[src/rtl/i2c_bit_sequencer.sv]
// Command-driven I2C bit sequencer. Each command runs four quarter-phases of
// (div_q+1) clk cycles and drives registered SCL/SDA levels for START/STOP/WRITE/READ.
module i2c_bit_sequencer #(
  parameter int DIV_W = 8,
  parameter int CMD_W = 2
) (
  input  logic             clk,
  input  logic             reset,
  input  logic             enable,
  input  logic [DIV_W-1:0] div_q,
  input  logic             cmd_valid,
  input  logic [CMD_W-1:0] cmd,
  input  logic             cmd_wdata,
  output logic             cmd_ready,
  input  logic             sda_in,
  output logic             scl_out,
  output logic             sda_out,
  output logic             rd_valid,
  output logic             rd_data,
  output logic             busy,
  output logic [2:0]       dbg_state
);

  localparam logic [0:0] S_IDLE = 1'b0;
  localparam logic [0:0] S_RUN  = 1'b1;

  localparam logic [CMD_W-1:0] CMD_START = CMD_W'(0);
  localparam logic [CMD_W-1:0] CMD_STOP  = CMD_W'(1);
  localparam logic [CMD_W-1:0] CMD_WRITE = CMD_W'(2);

  logic [0:0]       state;
  logic [1:0]       ph;
  logic [DIV_W-1:0] qc;
  logic [DIV_W-1:0] d_lat;
  logic [CMD_W-1:0] cmd_lat;
  logic             wdata_lat;
  logic             rd_sample;
  logic             ready_en;

  // Returns {scl, sda} for a command at a given quarter-phase.
  function automatic logic [1:0] phase_levels(input logic [CMD_W-1:0] c,
                                              input logic w,
                                              input logic [1:0] p);
    logic [1:0] lv;
    lv = 2'b11;
    case (c)
      CMD_START: begin
        case (p)
          2'd0:    lv = 2'b11;
          2'd1:    lv = 2'b11;
          2'd2:    lv = 2'b10;
          default: lv = 2'b00;
        endcase
      end
      CMD_STOP: begin
        case (p)
          2'd0:    lv = 2'b00;
          2'd1:    lv = 2'b10;
          2'd2:    lv = 2'b11;
          default: lv = 2'b11;
        endcase
      end
      CMD_WRITE: lv = {(p == 2'd1) || (p == 2'd2), w};
      default:   lv = {(p == 2'd1) || (p == 2'd2), 1'b1};
    endcase
    return lv;
  endfunction

  // Handshake: a command is taken on any clk edge where cmd_valid && cmd_ready;
  // cmd_ready depends only on internal state and enable, never on cmd_valid.
  assign cmd_ready = ready_en && (state == S_IDLE) && enable;
  assign busy      = (state == S_RUN);
  assign dbg_state = {state, ph};

  always_ff @(posedge clk or negedge reset) begin
    if (!reset) begin
      state     <= S_IDLE;
      ph        <= 2'd0;
      qc        <= '0;
      d_lat     <= '0;
      cmd_lat   <= '0;
      wdata_lat <= 1'b0;
      rd_sample <= 1'b0;
      ready_en  <= 1'b0;
      scl_out   <= 1'b1;
      sda_out   <= 1'b1;
      rd_valid  <= 1'b0;
      rd_data   <= 1'b0;
    end else begin
      ready_en <= 1'b1;
      rd_valid <= 1'b0;
      if (state == S_IDLE) begin
        if (cmd_valid && cmd_ready) begin
          state               <= S_RUN;
          ph                  <= 2'd0;
          qc                  <= '0;
          d_lat               <= div_q;
          cmd_lat             <= cmd;
          wdata_lat           <= cmd_wdata;
          {scl_out, sda_out}  <= phase_levels(cmd, cmd_wdata, 2'd0);
        end
      end else if (enable) begin
        if (qc == d_lat) begin
          qc <= '0;
          ph <= ph + 2'd1;
          if (ph == 2'd1) begin
            rd_sample <= sda_in;
          end
          // The last phase keeps its levels on the bus until the next accept.
          if (ph == 2'd3) begin
            state <= S_IDLE;
            if (cmd_lat != CMD_START && cmd_lat != CMD_STOP && cmd_lat != CMD_WRITE) begin
              rd_valid <= 1'b1;
              rd_data  <= rd_sample;
            end
          end else begin
            {scl_out, sda_out} <= phase_levels(cmd_lat, wdata_lat, ph + 2'd1);
          end
        end else begin
          qc <= qc + DIV_W'(1);
        end
      end
    end
  end

endmodule
[config.mk]
export PLATFORM = sky130hd
export DESIGN_NAME = i2c_bit_sequencer
export DESIGN_NICKNAME = d
export VERILOG_FILES = /design/src/rtl/i2c_bit_sequencer.sv
export SDC_FILE = /design/constraint.sdc
export NUM_CORES = 1
export LEC_CHECK = 0
export CAP_MARGIN = 10
export CORE_ASPECT_RATIO = 1.2
export CORE_MARGIN = 1
export CORE_UTILIZATION = 52
export CTS_CLUSTER_SIZE = 14
export DETAILED_ROUTE_END_ITERATION = 10
export GPL_ROUTABILITY_DRIVEN = 0
export GPL_TIMING_DRIVEN = 0
export HOLD_SLACK_MARGIN = 0.12
export PLACE_DENSITY = 0.78
export SYNTH_ARGS = -nofsm -noshare
export SYNTH_HDL_FRONTEND = slang
export SYNTH_SLANG_ARGS = --single-unit
[constraint.sdc]
create_clock -name clk -period 2.13 [get_ports clk]
set_input_delay 0.3195 -clock clk [delete_from_list [all_inputs] [get_ports clk]]
set_output_delay 0.3195 -clock clk [all_outputs]
set_load 0.01 [all_outputs]
# Yosys cells after proc, flatten, opt, wreduce, memory -nomap -nowiden

Cells that the tools add are included.

Flip-flop bits (word level): 28
Input port bits: 16
Output and inout bits: 9
Word-level logic and storage cells: 79

Add/subtract/negate cells: 2
Equality and inequality tests: 14
Mux-type cells: 32
Bitwise operators: 1
Reduce and logical (&&, ||, !) cells: 18

Operators with widths:

| cell                                                                     | number |
|---|---|
| 8-bit two-way mux                                                        | 4 |
| 1-bit two-way mux                                                        | 20 |
| 2-bit one-hot mux with 3 select lines                                    | 2 |
| 8-bit by 1-bit adder with 8-bit output (second input constant)           | 1 |
| 2-bit by 1-bit == test with 1-bit output (second input constant)         | 4 |
| 2-bit == test (second input constant)                                    | 4 |
| 8-bit == test                                                            | 1 |
| 2-bit two-way mux                                                        | 4 |
| 2-bit one-hot mux with 2 select lines                                    | 2 |
| 4-bit AND reduction                                                      | 2 |
| 2-bit zero test                                                          | 3 |
| 2-bit inequality test (second input constant)                            | 3 |
| 1-bit logical AND                                                        | 5 |
| 5-bit AND reduction                                                      | 1 |
| 2-bit by 1-bit inequality test with 1-bit output (second input constant) | 2 |
| 2-bit AND reduction                                                      | 2 |
| 2-bit nonzero test                                                       | 2 |
| 3-bit AND reduction                                                      | 1 |
| 2-bit by 1-bit adder with 2-bit output (second input constant)           | 1 |
| 2-bit OR reduction                                                       | 1 |
| 1-bit logical OR                                                         | 1 |
| 1-bit NOT                                                                | 1 |

# Logic depth before layout (Yosys ltp)

Gate-level depths: netlist (run 1).

Depth after elaboration: 9
Mapped depth: 7
Gate-level depth less buffers: 7

# Least setup slack after synthesis (run 1)

OpenSTA, ideal clock, no wires.

Path kind: register to register
Start: reg qc[3]
End: reg scl_out
Setup time: 0.085 ns
Data arrival time: 1.600 ns
Data required time: 2.045 ns
Path slack: 0.446 ns
Cell stages (with the launch flop): 6
Buffers on the path: 0
Period minus slack after synthesis: 1.684 ns
Cell sequence: dfrtp_1 > xor2_1 > nor4_2 > nand2_2 > o31a_1 > mux2_1

Cells in the longest elaborated chain, start to end: 3

RTL lines:

| item                                                              | RTL line | source |
|---|---|---|
| from (decl)                                                       | 33       | `logic [DIV_W-1:0] qc;` |
| from (signal assigned)                                            | 120      | `qc <= qc + DIV_W'(1);` |
| 8-bit == test                                                     | 103      | `if (qc == d_lat) begin` |
| 2-bit by 1-bit inequality test with 1-bit output (no source line) | --       |  |
| 4-bit AND reduction (no source line)                              | --       |  |
| to (signal assigned)                                              | 100      | `{scl_out, sda_out} <= phase_levels(cmd, cmd_wdata, 2'd0);` |
| to (signal assigned)                                              | 117      | `{scl_out, sda_out} <= phase_levels(cmd_lat, wdata_lat, ph + 2'd1);` |
| to (decl)                                                         | 16       | `output logic scl_out,` |

Every way passes these cells.
A chain may end at the register's enable or synchronous reset.

# Worst setup path after layout (run 1)

Start: reg state, in the netlist busy
End: out cmd_ready

Cells in the longest elaborated chain, start to end: 3

RTL lines:

| item                           | RTL line | source |
|---|---|---|
| from (decl)                    | 31       | `logic [0:0] state;` |
| from (signal assigned)         | 77       | `state <= S_IDLE;` |
| from (signal assigned)         | 94       | `state <= S_RUN;` |
| from (signal assigned)         | 111      | `state <= S_IDLE;` |
| 1-bit NOT (no source line)     | --       |  |
| 1-bit logical AND (2 in a row) | 71       | `assign cmd_ready = ready_en && (state == S_IDLE) && enable;` |
| to (decl)                      | 14       | `output logic cmd_ready,` |

Every way passes these cells.

==> results of run 1 <==
==> final timing paths <==
| path | startpoint | to | slack [ns] |
|---|---|---|---|
| setup / recovery | busy | cmd_ready | 0.15 |
| hold / removal | enable | busy | 0.36 |
| setup reg to reg | qc[1] | scl_out | 0.26 |
| hold reg to reg | rd_data | rd_data | 0.53 |
| max in group asynchronous | reset | d_lat[3] | 1.21 |
| min in group asynchronous | reset | cmd_lat[0] | 0.52 |
==> sequential cells by signal, summed over array words and instances (netlist names) <==
name / cells
scl_out: 1
wdata_lat: 1
qc: 8
cmd_lat: 2
rd_data: 1
d_lat: 8
rd_valid: 1
ph: 2
sda_out: 1
ready_en: 1
rd_sample: 1
busy: 1
==> metrics by stage <==
stage	area [um^2]	hold WS, ns	total power [uW]	worst slack (ns)
2_1_floorplan	1440	0.0239	1410	0.446
3_3_place_gp	1710	0.489	1640	0.0816
3_5_place_dp	1710	0.504	1680	0.0553
4_1_cts	1740	0.351	1930	0.133
5_1_grt	1740	0.391	2040	0.0704
6_report	1740	0.364	1910	0.149
==> power by group through the flow <==
stage | Clock, uW | Combinational [uW] | Sequential, uW
global placement | 0 | 711 | 927
floorplan | 0 | 507 | 908
detailed placement | 0 | 737 | 943
global route | 280 | 792 | 969
finish | 253 | 721 | 941
CTS | 264 | 728 | 941
==> placed cells by master, fill, tap and decap left out, drive strengths merged, types with 2 or more instances in the layout <==
master	Yosys	routed
dfrtp	26	26
clkdlybuf4s50	0	22
mux2	15	15
xor2	11	11
nand2	11	11
nor2	7	7
o21ai	6	6
xnor2	5	5
ha	5	5
mux2i	4	4
buf	3	4
clkbuf	1	4
and3	4	4
inv	3	3
nor4	2	2
nand4	2	2
dfstp	2	2
nor3	2	2
==> logic make-up after synthesis <==
kind of cell | count (synthesis) | share of synthesized area
AOI/OAI and AO/OA | 14 | 0.0645
xor gates and xnor gates | 16 | 0.0976
adders and majority gates | 5 | 0.0436
buffers and inverters | 7 | 0.0227
DFF | 28 | 0.490
muxes | 19 | 0.146
other | 1 | 0.00261
and+or+nand+nor | 34 | 0.133
==> metal layers <==
metal,track usage,vias to the layer above,share of wire
met5,0,-,0
met4,0.0735,0,0.0067
met3,0.0231,2,0.029
met2,0.384,22,0.55
met1,0.210,495,0.41
li1,-,481,-
==> timing repair <==
| item | in CTS | in global routing |
|---|---|---|
| resized for setup | 0 | 0 |
| setup endpoints to repair | 1 | 0 |
| hold buffers | 0 | 1 |
| hold endpoints to repair | 0 | 26 |
==> critical path, stage by stage, from the launching register on <==
cell and delay, ns:
dfrtp_1 0.55, and3b_1 0.27, clkdlybuf4s50_1 0.52
==> area by class of cell <==
| cell class | count | share of cell area |
|---|---|---|
| multi-input cells | 89 | 0.401 |
| flip-flops and latches | 28 | 0.403 |
| inverters | 3 | 0.00646 |
| well taps | 33 | 0.0237 |
| repair buffers | 24 | 0.135 |
| clock buffers | 4 | 0.0208 |
| plain buffers | 3 | 0.0100 |
==> impl_metrics.csv, run 1 <==
group,metric,value,unit
timing,max_slew.worst_pin.slew,0.609,ns
power_and_ir_drop,clockPowerShare,0.132,
synth,netlist.area_leader.share,0.453,
clocking,clk_path_buf_depth,2,
drt,post_drt_wl_per_cell,13.8,um
timing,clock.fmax,505,MHz
final_layout,layout.nets,173,
floorplan,die_area,2970,um^2
floorplan,ios,25,
grt,grt_max_degree,29,
placement,dpl.cell_count,180,
floorplan,die_x,50.0,um
clocking,tritoncts,"yes",
flow_run,drv_cap,0,
final_layout,final_cells,184,
power_and_ir_drop,switching_share,0.349,
synth,synth-seq-area-share,0.490,
synth,synth_top_flop_cell,"dfrtp_1",
timing,min_period,1.98,ns
grt,grt_pass1_wl,4330,um
synth,synthTopCellsByCount,"26 x dfrtp_1, 13 x mux2_2, 11 x xor2_1, 10 x nand2_1, 7 x nor2_1",
synth,synth-edff-count,0,
final_layout,finish.utilization,0.677,
outcome,status,"complete, no violations",
synth,synth_seq_cells,28,
drt,firstDrtPassIters,4,
grt,grt_pass1_vias,1008,
grt,antenna_found_initial,0,
clocking,clock-sinks,28,
synth,synth_nets,145,
critical_path,cp_max_fo,14,
clocking,clk_pin_slew_worst_paths,0.14,ns
synth,synth_cell_types,38,
final_layout,num_antenna_cells,0,
power_and_ir_drop,p_int,1250,uW
grt,grt_overflow,0,
synth,synthCells,124,
synth,synth_async_sr_flop_share,1.00,
min_path,min_path_cells,4,
floorplan,fp.dieH,59.6,um
final_layout,fillers,201,
critical_path,reg2reg_depth,5,
clocking,numCtsBuffers,3,
synth,yosysMostFrequentCell,"dfrtp_1",
synth,netlist_area,1440,um^2
timing,setup_tns,0,ns
power_and_ir_drop,power.switching,668,uW
synth,synthTopCellsByArea,"dfrtp_1 45%, mux2_2 10%, xor2_1 6.7%",
drt,ant_nets,0,
timing,fin_skew,0.00457,ns
final_layout,drive_gt1_frac,0.192,
drt,drc,0,
power_and_ir_drop,pwr-share-seq,0.491,
floorplan,core_area,2580,um^2
timing,maxSlewHeadroom,0.594,
drt,wirelength,2530,um
floorplan,fp-row-count,20,
drt,drtIter0Drc,18,
placement,place_hpwl,1980,um
clocking,htree_levels,1,
critical_path,start_kind,"flip-flop",
clocking,root_buffer,"clkbuf_4",
final_layout,seqCellArea,703,um^2
timing,hold_violations,0,
power_and_ir_drop,comb_power_share,0.377,
critical_path,required,1.81,ns
drt,viasPerCell,5.43,
power_and_ir_drop,p_per_area,1100,nW/um^2
timing,fin_crit_sh,0.930,
critical_path,crit_type,"flip-flop to output pin",
synth,synth-warning-count,0,
min_path,hp-class,"input pin to flip-flop",
timing,rsz0062_at_grt,"false",
critical_path,cp.arrival,1.66,ns
synth,syn_avg_cell_area,11.6,um^2
drt,vias,1000,
power_and_ir_drop,p_leak,0.000803,uW
clocking,clock_latency,0.32,ns
final_layout,multi_input_area,699,um^2
clocking,post-cts-setup-buffer-count,0,
timing,setup_viol,0,
power_and_ir_drop,vdd_drop_max,0.000657,V
placement,portBuffers,23,
floorplan,initial_core_util,0.557,
timing,slew_violations,0,
critical_path,end_kind,"output pin",
grt,grtUsageTotal,0.195,
synth,yosys.area.top_type,"dfrtp_1",
final_layout,area_growth,21.5,%
Note: power is estimated with default switching activity, not from simulation.
==> inputs of run 2 (changes only) <==
- CELL_PAD_IN_SITES_DETAIL_PLACEMENT: not set -> 1
- CELL_PAD_IN_SITES_GLOBAL_PLACEMENT: not set -> 2
- CORE_UTILIZATION: 52 -> 34
- PLACE_DENSITY: 0.78 -> 0.77
- SKIP_LAST_GASP: not set -> 1
==> run 2 against run 1 <==
Against the previous run: global-route usage shrank 4.2 points; clock skew shrank 0.0022 ns; cell area grew 4.2%; clock-buffer cell count is the same; critical path type unchanged; largest cell class unchanged.
==> impl_metrics.csv, run 2 (same netlist as run 1, synthesis figures left out) <==
group,metric,value,unit
outcome,status,"complete, no violations",
critical_path,end_kind,"output pin",
clocking,post-cts-setup-buffer-count,0,
placement,dpl.cell_count,202,
power_and_ir_drop,p_leak,0.000823,uW
critical_path,regToRegSetupSlack,0.20,ns
floorplan,ios,25,
min_path,hp-class,"input pin to flip-flop",
drt,drc,0,
timing,min_period,1.98,ns
floorplan,die_area,4490,um^2
drt,vias,1013,
timing,slew_violations,0,
floorplan,die_x,61.3,um
timing,rsz0062_at_grt,"false",
clocking,clk_path_buf_depth,2,
drt,wirelength,2940,um
timing,clock.fmax,505,MHz
timing,hold_violations,0,
placement,post-place-ws,-0.0197,ns
grt,grt_max_degree,16,
critical_path,cp.arrival,1.66,ns
critical_path,required,1.81,ns
clocking,clk_pin_slew_worst_paths,0.09,ns
drt,ant_nets,0,
timing,fin_crit_sh,0.929,
final_layout,layout.nets,174,
drt,firstDrtPassIters,4,
grt,grt_pass1_wl,5060,um
clocking,clock-sinks,28,
timing,max_slew.worst_pin.slew,0.739,ns
critical_path,crit_chain,"clkbuf_2, and3b_1, clkdlybuf4s50_1",
final_layout,final_common_cell,"dfrtp_1",
final_layout,reg_top3,"d_lat x8, qc x8",
clocking,numCtsBuffers,3,
clocking,tritoncts,"yes",
timing,setup_slack,0.151,ns
drt,drtIter0Drc,32,
clocking,clock_latency,0.27,ns
floorplan,fp.dieH,73.2,um
critical_path,start_kind,"flip-flop",
flow_run,drv_cap,0,
final_layout,drive_gt1_frac,0.197,
critical_path,crit_path_max_incr_delay,0.53,ns
critical_path,cp_slowest_cell,"clkdlybuf4s50_1",
floorplan,fp-row-count,25,
drt,post_drt_wl_per_cell,14.3,um
final_layout,final_cell_mix,"26 x dfrtp_1, 23 x clkdlybuf4s50_1, 13 x mux2_2, 11 x xor2_1, 10 x nand2_1",
timing,fin_skew,0.00241,ns
clocking,root_buffer,"clkbuf_8",
grt,antenna_found_initial,0,
final_layout,final_cells,206,
floorplan,initial_core_util,0.358,
final_layout,area_growth,26.6,%
critical_path,cp_max_fo,10,
grt,grt_overflow,0,
timing,setup_tns,0,ns
clocking,htree_levels,1,
grt,grtUsageTotal,0.153,
drt,viasPerCell,4.92,
floorplan,core_area,4000,um^2
power_and_ir_drop,vdd_drop_max,0.000414,V
placement,portBuffers,23,
placement,place_hpwl,2340,um
final_layout,num_antenna_cells,0,
power_and_ir_drop,p_per_area,1100,nW/um^2
critical_path,crit_type,"flip-flop to output pin",
final_layout,finish.utilization,0.454,
timing,maxSlewHeadroom,0.506,
grt,grt_pass1_vias,1122,
timing,setup_viol,0,
[run 2: path summary, 6_finish.rpt]
path / endpoint / start / depth (start not counted)
setup / recovery: cmd_ready / busy / 3
hold / removal: busy / enable / 4
setup reg to reg: qc[4] / qc[1] / 5
hold reg to reg: wdata_lat / wdata_lat / 1
max in group asynchronous: sda_out / reset / 2
min in group asynchronous: ready_en / reset / 1
[run 2: repair_timing]
item	4_1_cts	5_1_grt
setup endpoints to repair	0	1
hold buffers	0	0
resized for setup	0	2
[run 2: final cells by class]
cell class	count	area, um^2
flip-flops and latches	28	703
inverters	3	11.3
clock buffers	4	55.1
multi-input cells	89	699
repair buffers	24	258
plain buffers	4	22.5
well taps	54	67.6
fillers	464	2190
[run 2: per-layer routing]
| layer | share of wire | vias up | GRT usage |
|---|---|---|---|
| met5 | 0 | - | 0 |
| met4 | 0.0089 | 0 | 0.0455 |
| met3 | 0.026 | 4 | 0.0106 |
| met2 | 0.57 | 22 | 0.300 |
| met1 | 0.40 | 506 | 0.167 |
| li1 | - | 481 | - |
[run 2: per-stage QoR]
step	hold WS, ns	total power (uW)	cell area [um^2]
6_report	0.411	2000	1820
5_1_grt	0.466	2170	1820
4_1_cts	0.407	2040	1820
3_5_place_dp	0.493	1700	1760
3_3_place_gp	0.484	1660	1730
2_1_floorplan	0.0239	1410	1440
[run 2: power breakdown]
group	switching, uW	leakage (uW)	internal, uW
sequential	198	0.000344	732
clock	157	0.0000288	165
combinational	328	0.000450	419
total	682	0.000823	1320
[run 2: critical path, delay by kind of cell, from the launching register on]
family | cells | cell delay (ns)
simple gates | 1 | 0.23
flops | 1 | 0.43
buf+inv | 2 | 0.74
==> inputs of run 3 (changes only) <==
- CAP_MARGIN: 10 -> 0
- MAX_ROUTING_LAYER: not set -> met4
==> run 3 against run 2 <==
Against the previous run: final cell count is the same; combinational power shrank 0.7%; die area is the same; critical path depth is the same; register-to-register slack gained 0.02 ns; largest cell class unchanged.
==> impl_metrics.csv, run 3 (same netlist as run 1, synthesis figures left out) <==
group,metric,value,unit
floorplan,core_area,4000,um^2
clocking,clk_path_buf_depth,2,
critical_path,cp.arrival,1.65,ns
min_path,hold_end,"busy",
clocking,post-cts-setup-buffer-count,0,
drt,drc,0,
critical_path,regToRegSetupSlack,0.22,ns
critical_path,crit_path_max_incr_delay,0.53,ns
timing,setup_slack,0.158,ns
drt,ant_nets,0,
timing,clock.fmax,507,MHz
critical_path,crit_type,"flip-flop to output pin",
clocking,htree_levels,1,
final_layout,final_common_cell,"dfrtp_1",
final_layout,area_growth,25.0,%
grt,grt_pass1_wl,5160,um
timing,setup_tns,0,ns
placement,place_hpwl,2250,um
drt,firstDrtPassIters,4,
floorplan,initial_core_util,0.358,
final_layout,drive_gt1_frac,0.197,
critical_path,required,1.81,ns
clocking,numCtsBuffers,3,
clocking,clock-sinks,28,
critical_path,end_kind,"output pin",
timing,maxSlewHeadroom,0.572,
clocking,tritoncts,"yes",
grt,antenna_found_initial,0,
power_and_ir_drop,vdd_drop_max,0.000424,V
grt,grt_max_degree,29,
floorplan,die_area,4490,um^2
critical_path,start_kind,"flip-flop",
critical_path,reg2reg_depth,5,
placement,portBuffers,23,
placement,post-place-ws,-0.00992,ns
timing,holdWs,0.414,ns
timing,fin_skew,0.00265,ns
clocking,clock_latency,0.27,ns
drt,wirelength,2950,um
floorplan,fp.dieH,73.2,um
timing,min_period,1.97,ns
floorplan,fp-row-count,25,
grt,grt_pass1_vias,1128,
clocking,root_buffer,"clkbuf_8",
final_layout,reg_top3,"d_lat x8, qc x8",
timing,setup_viol,0,
final_layout,final_cell_mix,"26 x dfrtp_1, 22 x clkdlybuf4s50_1, 13 x mux2_2, 11 x xor2_1, 10 x nand2_1",
flow_run,drv_cap,0,
clocking,clk_pin_slew_worst_paths,0.09,ns
min_path,hp-class,"input pin to flip-flop",
floorplan,ios,25,
floorplan,die_x,61.3,um
timing,hold_violations,0,
power_and_ir_drop,p_leak,0.000815,uW
outcome,status,"complete, no violations",
critical_path,worstSetupPathDepth,3,
critical_path,cp_max_fo,10,
timing,fin_crit_sh,0.926,
grt,grt_overflow,0,
drt,post_drt_wl_per_cell,14.3,um
power_and_ir_drop,p_per_area,1110,nW/um^2
final_layout,finish.utilization,0.448,
min_path,min_path_cells,4,
drt,viasPerCell,4.87,
timing,rsz0062_at_grt,"false",
timing,max_slew.worst_pin.slew,0.643,ns
grt,grtUsageTotal,0.160,
min_path,worstHoldStart,"enable",
final_layout,num_antenna_cells,0,
critical_path,timing.rr.end,"sda_out",
critical_path,crit_chain,"clkbuf_2, and3b_1, clkdlybuf4s50_1",
critical_path,cp_slowest_cell,"clkdlybuf4s50_1",
critical_path,crit_family,"buffers and inverters",
final_layout,layout.nets,174,
drt,drtIter0Drc,43,
critical_path,crit_buf_inv,2,
timing,slew_violations,0,
critical_path,r2r_start,"qc[2]",
drt,vias,1004,
-- run 3: stage by stage --
stage	cell area [um^2]	std cells	power, uW
2_1_floorplan	1440	124	1410
3_3_place_gp	1730	201	1660
3_5_place_dp	1730	201	1700
4_1_cts	1790	205	2040
5_1_grt	1790	206	2170
6_report	1790	206	1990
-- run 3: where the power goes --
part	total [uW]	internal (uW)	switching, uW	leakage (uW)
registers	930	731	198	0.000344
logic	741	414	327	0.000442
clock network	323	165	157	0.0000288
total	1990	1310	683	0.000815
-- run 3: area by class of cell --
type / count / area, um^2
multi-input combinational: 89 / 699
fill: 462 / 2210
buffer: 4 / 22.5
clock buffer: 4 / 55.1
timing repair buffer: 24 / 235
sequential: 28 / 703
inverter: 3 / 11.3
tap: 54 / 67.6
-- run 3: how the worst max path moves through the flow --
stage                         start   endpoint  slack [ns]
after floorplan               qc[3]    scl_out        0.45
after global placement    cmd_valid      qc[5]        0.01
after detailed placement  cmd_valid      qc[4]       -0.01
after CTS                      busy  cmd_ready        0.06
after global routing          qc[1]      qc[4]        0.07
final                          busy  cmd_ready        0.16
-- run 3: tightest hold or removal path: cells and delay by family --
family | cells | cell delay [ns]
AOI/OAI and AO/OA | 1 | 0.07
buffers and inverters | 1 | 0.14
and+or+nand+nor | 2 | 0.12
-- run 3: timing repair --
item                                   CTS  global route
hold buffers                             0             1
resized for setup                        0             2
endpoints found under the hold margin    0            26
setup endpoints to repair                0             1
-- run 3: layer usage --
layer / up-vias / wire, um / share of wire / track usage
li1: 480 / - / - / -
met1: 498 / 1220 / 0.41 / 0.183
met2: 22 / 1640 / 0.56 / 0.287
met3: 4 / 70 / 0.024 / 0.0124
met4: 0 / 26 / 0.0088 / 0.0505
met5: - / 0 / 0 / -
